`config.mk`:
```
export PLATFORM = sky130hd
export DESIGN_NAME = uart_boot_loader
export DESIGN_NICKNAME = d
export VERILOG_FILES = /design/src/rtl/uart_boot_loader.sv
export SDC_FILE = /design/constraint.sdc
export NUM_CORES = 1
export LEC_CHECK = 0
export BUFFER_PORTS_ARGS = -buffer_cell sky130_fd_sc_hd__buf_2
export CORE_MARGIN = 2
export CORE_UTILIZATION = 50
export CTS_BUF_LIST = sky130_fd_sc_hd__clkbuf_8
export DETAILED_ROUTE_END_ITERATION = 10
export PLACE_DENSITY = 0.74
export SLEW_MARGIN = 25
export SYNTH_ARGS = -nofsm -noshare
export SYNTH_HDL_FRONTEND = slang
export SYNTH_SLANG_ARGS = --single-unit
```
`constraint.sdc`:
```
create_clock -name clk_i -period 2.4 [get_ports clk_i]
set_input_delay 0 -clock clk_i [delete_from_list [all_inputs] [get_ports clk_i]]
set_output_delay 0 -clock clk_i [all_outputs]
set_load 0.01 [all_outputs]
```
`src/rtl/uart_boot_loader.sv`:
```
// uart_boot_loader: receives a framed program image over the UART byte
// stream, writes it word-by-word into instruction memory, answers ACK/NAK
// and holds the CPU in reset until a frame with a good checksum lands.
// Optional build macro: UART_BOOT_REARM_EN (a sync byte in DONE starts a reload).
module uart_boot_loader #(
  parameter logic [31:0] BaseAddr      = 32'h0000_0000,
  parameter int unsigned MaxWords      = 4096,
  parameter int unsigned TimeoutCycles = 1200000
) (
  input  logic        clk_i,
  input  logic        rst_ni,
  input  logic [7:0]  rx_data_i,
  input  logic        rx_valid_i,
  output logic        rx_ready_o,
  output logic [7:0]  tx_data_o,
  output logic        tx_valid_o,
  input  logic        tx_ready_i,
  output logic        mem_valid_o,
  output logic [31:0] mem_addr_o,
  output logic [31:0] mem_wdata_o,
  output logic [3:0]  mem_wstrb_o,
  input  logic        mem_ready_i,
  output logic        cpu_reset_o,
  output logic        boot_done_o,
  output logic        error_o
);

  localparam int unsigned ToW      = $clog2(TimeoutCycles + 1);
  localparam logic [7:0]  SyncByte = 8'hA5;
  localparam logic [7:0]  AckByte  = 8'h06;
  localparam logic [7:0]  NakByte  = 8'h15;

  typedef enum logic [2:0] {
    S_IDLE, S_LEN0, S_LEN1, S_DATA, S_WRITE, S_CSUM, S_RESP, S_DONE
  } state_t;

  state_t          r_state, w_state_nxt;
  logic [15:0]     r_len, r_widx;
  logic [1:0]      r_bcnt;
  logic [7:0]      r_csum, r_tx_data;
  logic [31:0]     r_word, r_addr;
  logic [ToW-1:0]  r_to;
  logic            r_rx_ready, r_mem_valid, r_tx_valid;
  logic            r_cpu_reset, r_boot_done, r_error;

  logic            w_rx_fire, w_tx_fire, w_mem_fire;
  logic            w_to_active, w_to_hit, w_sync;
  logic [15:0]     w_len_full;
  logic [7:0]      w_resp;

  assign w_rx_fire  = rx_valid_i & r_rx_ready;
  assign w_tx_fire  = r_tx_valid & tx_ready_i;
  assign w_mem_fire = r_mem_valid & mem_ready_i;

  assign rx_ready_o  = r_rx_ready;
  assign tx_valid_o  = r_tx_valid;
  assign tx_data_o   = r_tx_data;
  assign mem_valid_o = r_mem_valid;
  assign mem_addr_o  = r_addr;
  assign mem_wdata_o = r_word;
  assign mem_wstrb_o = r_mem_valid ? 4'hF : 4'h0;
  assign cpu_reset_o = r_cpu_reset;
  assign boot_done_o = r_boot_done;
  assign error_o     = r_error;

  // Next-state logic, response selection and inter-byte timeout detection
  always_comb begin
    w_state_nxt = r_state;
    w_resp      = r_tx_data;
    w_sync      = 1'b0;
    w_len_full  = {rx_data_i, r_len[7:0]};
    w_to_active = (r_state == S_LEN0) || (r_state == S_LEN1) ||
                  (r_state == S_DATA) || (r_state == S_CSUM);
    w_to_hit    = w_to_active && !w_rx_fire && (r_to == ToW'(TimeoutCycles - 1));
    case (r_state)
      S_IDLE: begin
        if (w_rx_fire && rx_data_i == SyncByte) begin
          w_state_nxt = S_LEN0;
          w_sync      = 1'b1;
        end
      end
      S_LEN0: if (w_rx_fire) w_state_nxt = S_LEN1;
      S_LEN1: begin
        if (w_rx_fire) begin
          if (32'(w_len_full) > MaxWords) begin
            w_state_nxt = S_RESP;
            w_resp      = NakByte;
          end else if (w_len_full == 16'd0) begin
            w_state_nxt = S_CSUM;
          end else begin
            w_state_nxt = S_DATA;
          end
        end
      end
      S_DATA: if (w_rx_fire && r_bcnt == 2'd3) w_state_nxt = S_WRITE;
      S_WRITE: begin
        if (w_mem_fire) w_state_nxt = (r_widx == 16'(r_len - 16'd1)) ? S_CSUM : S_DATA;
      end
      S_CSUM: begin
        if (w_rx_fire) begin
          w_state_nxt = S_RESP;
          w_resp      = (rx_data_i == r_csum) ? AckByte : NakByte;
        end
      end
      S_RESP: if (w_tx_fire) w_state_nxt = (r_tx_data == AckByte) ? S_DONE : S_IDLE;
      S_DONE: begin
`ifdef UART_BOOT_REARM_EN
        if (w_rx_fire && rx_data_i == SyncByte) begin
          w_state_nxt = S_LEN0;
          w_sync      = 1'b1;
        end
`endif
      end
      default: w_state_nxt = S_IDLE;
    endcase
    if (w_to_hit) w_state_nxt = S_IDLE;
  end

  // State register
  always_ff @(posedge clk_i) begin
    if (!rst_ni) r_state <= S_IDLE;
    else         r_state <= w_state_nxt;
  end

  // Datapath and registered outputs, decoded from the upcoming state
  always_ff @(posedge clk_i) begin
    if (!rst_ni) begin
      r_len       <= 16'd0;
      r_widx      <= 16'd0;
      r_bcnt      <= 2'd0;
      r_csum      <= 8'd0;
      r_tx_data   <= 8'd0;
      r_word      <= 32'd0;
      r_addr      <= BaseAddr;
      r_to        <= '0;
      r_rx_ready  <= 1'b1;
      r_mem_valid <= 1'b0;
      r_tx_valid  <= 1'b0;
      r_cpu_reset <= 1'b1;
      r_boot_done <= 1'b0;
      r_error     <= 1'b0;
    end else begin
      r_rx_ready  <= (w_state_nxt != S_WRITE) && (w_state_nxt != S_RESP);
      r_mem_valid <= (w_state_nxt == S_WRITE);
      r_tx_valid  <= (w_state_nxt == S_RESP);
      r_cpu_reset <= (w_state_nxt != S_DONE);
      r_boot_done <= (w_state_nxt == S_DONE);

      if (w_sync) begin
        r_csum  <= 8'd0;
        r_widx  <= 16'd0;
        r_bcnt  <= 2'd0;
        r_addr  <= BaseAddr;
        r_error <= 1'b0;
      end
      if (r_state == S_LEN0 && w_rx_fire) r_len[7:0]  <= rx_data_i;
      if (r_state == S_LEN1 && w_rx_fire) r_len[15:8] <= rx_data_i;
      if (r_state == S_DATA && w_rx_fire) begin
        r_word <= {rx_data_i, r_word[31:8]};
        r_csum <= r_csum ^ rx_data_i;
        r_bcnt <= r_bcnt + 2'd1;
      end
      if (r_state == S_WRITE && w_mem_fire) begin
        r_widx <= r_widx + 16'd1;
        r_addr <= r_addr + 32'd4;
      end
      if (w_state_nxt == S_RESP && r_state != S_RESP) r_tx_data <= w_resp;
      if ((r_state == S_RESP && w_tx_fire && r_tx_data == NakByte) || w_to_hit) r_error <= 1'b1;

      if (!w_to_active || w_rx_fire || w_state_nxt != r_state) r_to <= '0;
      else                                                       r_to <= r_to + ToW'(1);
    end
  end

endmodule

```
==> results.cfg <==
[placed_design]
gp_congestion = 0.8880
dpl_cell_area_um2 = 7315
hpwl_um = 10670
io_buffers = 88

[route]
viasPerCell = 5.398
wl_per_cell_um = 14.32
drt_first_pass_iters = 7
drt.antenna.violating_nets = 0
num_vias = 5932
drt_iter0_markers = 513
finalWirelength_um = 15740
drc = 0

[timing]
clock.fmax_mhz = 410.7
max_slew.worst_pin.slew_ns = 0.9879
tns_ns = -0.07650
period_share_pct = 101.4
rsz0062_at_grt = true
whs_ns = 0.01464
finClkSkew_ns = 0.01096
hold_viol = 0
slew_viol_final = 0
slew_headroom_pct = 34.14
fin_crit_ns = 2.435
setup_viol = 3
layout_setup_ws_ns = -0.03471

[clock_tree]
cts_tree = built
path_clk_slew_ns = 0.08
clock-sinks = 137
cts-root-buf = clkbuf_8
cts_made_buffers = 17
clk_path_buf_depth = 2
worstSkewPairLatency_ns = 0.46
ctsHtreeMaxLevel = 4

[global_routing]
antenna_found_initial = 0
grt_max_degree = 92
grt_pass1_vias = 5431
grt_pass1_wl_um = 26360
grt_usage_pct = 22.79
overflow = 0

[status]
violations = setup timing
outcome = complete, but fails checks

[floorplanning]
ioPinCount = 95
core_area_um2 = 12720
die_w_um = 118.4
fp.dieH_um = 118.4
start_util_pct = 51.48
row_count = 41
die-area_um2 = 14030

[layout]
fill_cells = 1174
layout_commonest_cell = dfxtp_1
final_nets = 932
final_cell_mix = dfxtp_1 (135), nand2_1 (123), nor2_1 (105)
regArea_um2 = 2748
multi_input_area_um2 = 3661
finalInstanceArea_um2 = 7904
syn_to_final_growth_pct = 20.69
diodes = 0
drive_above_1_share_pct = 22.76

[power_and_ir_drop]
comb_power_share_pct = 2.3
power_leakage_nw = 3.141
vdd_drop_max_mv = 0.3846
clock_power_share_pct = 45.8
p_int_mw = 3.358
p_per_area_nw_per_um2 = 553.1
p_sw_share_pct = 23.18
switching_power_mw = 1.013
power_mw = 4.372
pwr-share-seq_pct = 51.9

[worst_setup_path]
arrival_ns = 2.79
worstPathRequired_ns = 2.75
max_stage_delay_ns = 0.45
critical_path_class = flop to flop
cp_slowest_cell = or4b_4
start_kind = flop
critical_path.cell_chain = inv_2, ha_4, or4b_4, or4_1, a32o_2, a21oi_2, nor4b_4, o21bai_1, and3_1
worstSetupEndpointType = flop
crit_fanout = 4

[yosys]
synth_seq_cells = 137
yosys_warnings = 0
synth_seq_area_share_pct = 41.88
synthArstFlopShare_pct = 0
syn_area_per_cell_um2 = 8.115
synthFlopType = dfxtp_1
synth_area_um2 = 6549
synth_enable_flop_cells = 0
synth_cells = 807
netlist-cell-type-count = 61

[job]
maxCapViolCount = 0

[hold_path]
hold_path.class = input pin to flop
## timing repair
| action | in CTS | in global routing |
|---|---|---|
| buffers inserted | 0 | 0 |
| pin swaps | 1 | 6 |
| hold buffers | 8 | 0 |
| resized for setup | 4 | 14 |
| setup endpoints to repair | 5 | 10 |
| hold endpoints to repair | 25 | 0 |
## layout make-up
type	instances	share of cell area, %
Sequential cell	137	34.76
Tap cell	172	2.723
Multi-Input combinational cell	613	46.32
Clock buffer	18	3.134
Inverter	7	0.3324
Clock inverter	14	2.153
Timing Repair Buffer	138	10.57
## final timing paths
path,from,end,cells after the start,slack [ns]
max,r_len[1],boot_done_o,9,-0.03
min,rst_ni,tx_data_o[1],3,0.01
max reg2reg,r_len[1],boot_done_o,9,-0.03
min reg2reg,r_to[0],r_to[0],1,0.45
## routing by layer
layer / track usage, % / vias up / part of all wire [%] / wire length [um]
met3: 5.936 / 28 / 5.3 / 827
met2: 34.97 / 150 / 47 / 7321
met5: 0 / - / 0 / 0
met4: 8.259 / 0 / 1.9 / 301
li1: - / 2981 / - / -
met1: 30.91 / 2773 / 46 / 7287
## synthesized netlist by cell type, types with 2 or more instances
| cell type | count | area, um^2 |
|---|---|---|
| a211oi_1 | 2 | 15.01 |
| a21oi_1 | 67 | 335.3 |
| a22oi_1 | 2 | 15.01 |
| a31oi_1 | 7 | 43.79 |
| and2_1 | 14 | 87.58 |
| and3_1 | 26 | 162.7 |
| and4_1 | 4 | 35.03 |
| buf_2 | 2 | 10.01 |
| buf_4 | 11 | 82.58 |
| clkbuf_1 | 40 | 150.1 |
| dfxtp_1 | 137 | 2743 |
| ha_1 | 5 | 62.56 |
| inv_1 | 7 | 26.28 |
| mux2_2 | 12 | 135.1 |
| mux2i_1 | 18 | 180.2 |
| nand2_1 | 123 | 461.7 |
| nand2b_1 | 5 | 31.28 |
| nand3_1 | 31 | 155.2 |
| nand3b_1 | 4 | 30.03 |
| nand4_1 | 11 | 68.82 |
| nor2_1 | 105 | 394.1 |
| nor2b_1 | 4 | 25.02 |
| nor3_1 | 10 | 50.05 |
| nor3b_1 | 3 | 22.52 |
| nor4_1 | 10 | 62.56 |
| nor4b_1 | 7 | 61.31 |
| nor4bb_1 | 2 | 20.02 |
| o211ai_1 | 8 | 60.06 |
| o21a_1 | 3 | 22.52 |
| o21ai_0 | 22 | 110.1 |
| o21bai_1 | 2 | 15.01 |
| o31ai_1 | 4 | 30.03 |
| or2_2 | 7 | 43.79 |
| or3_1 | 6 | 37.54 |
| or3b_2 | 3 | 26.28 |
| or4_1 | 4 | 30.03 |
| xnor2_1 | 30 | 262.8 |
| xor2_1 | 26 | 227.7 |
## state kept, by name, summed over array words and instances, names as in the netlist, 2 cells and up
signal,flops
mem_addr_o,30
mem_wdata_o,32
r_bcnt,2
r_csum,8
r_len,16
r_state,3
r_to,21
r_widx,16
tx_data_o,3
## power groups by stage
stage	combinational [mW]	sequential (mW)	clock, mW
floorplan	0.0570	2.32	0
global placement	0.0864	2.32	0
detailed placement	0.0860	2.32	0
CTS	0.0970	2.27	2.04
global route	0.106	2.27	2.14
finish	0.0988	2.27	2.00
## per-stage QoR
step                instances  worst slack, ns  utilization (%)
global placement         1059          0.02906            57.49
finish                   1099         -0.03471            62.13
detailed placement       1059         -0.07687            57.49
global route             1099          -0.1221            62.13
floorplan                 812         0.003670                -
CTS                      1099         -0.02673            61.55
## critical path: cells and delay by family (launching register included)
family,cells,cell delay [ns]
AOI/OAI and AO/OA,3,0.53
adders and majority gates,1,0.13
buffers and inverters,1,0.07
DFF,1,0.36
and+or+nand+nor,4,1.23
## cells by family (layout without fill, tap and decap cells)
family / Yosys count / in the layout / synth area share, %
compound gates: 131 / 131 / 11.86
xor+xnor: 56 / 56 / 7.489
fa+ha+maj: 5 / 5 / 0.9553
buf+inv: 62 / 177 / 4.337
flops: 137 / 137 / 41.88
mux: 30 / 30 / 4.815
other cells: 1 / 6 / 0.05726
simple gates: 385 / 385 / 28.60
Power figures use the tool's default switching activity.
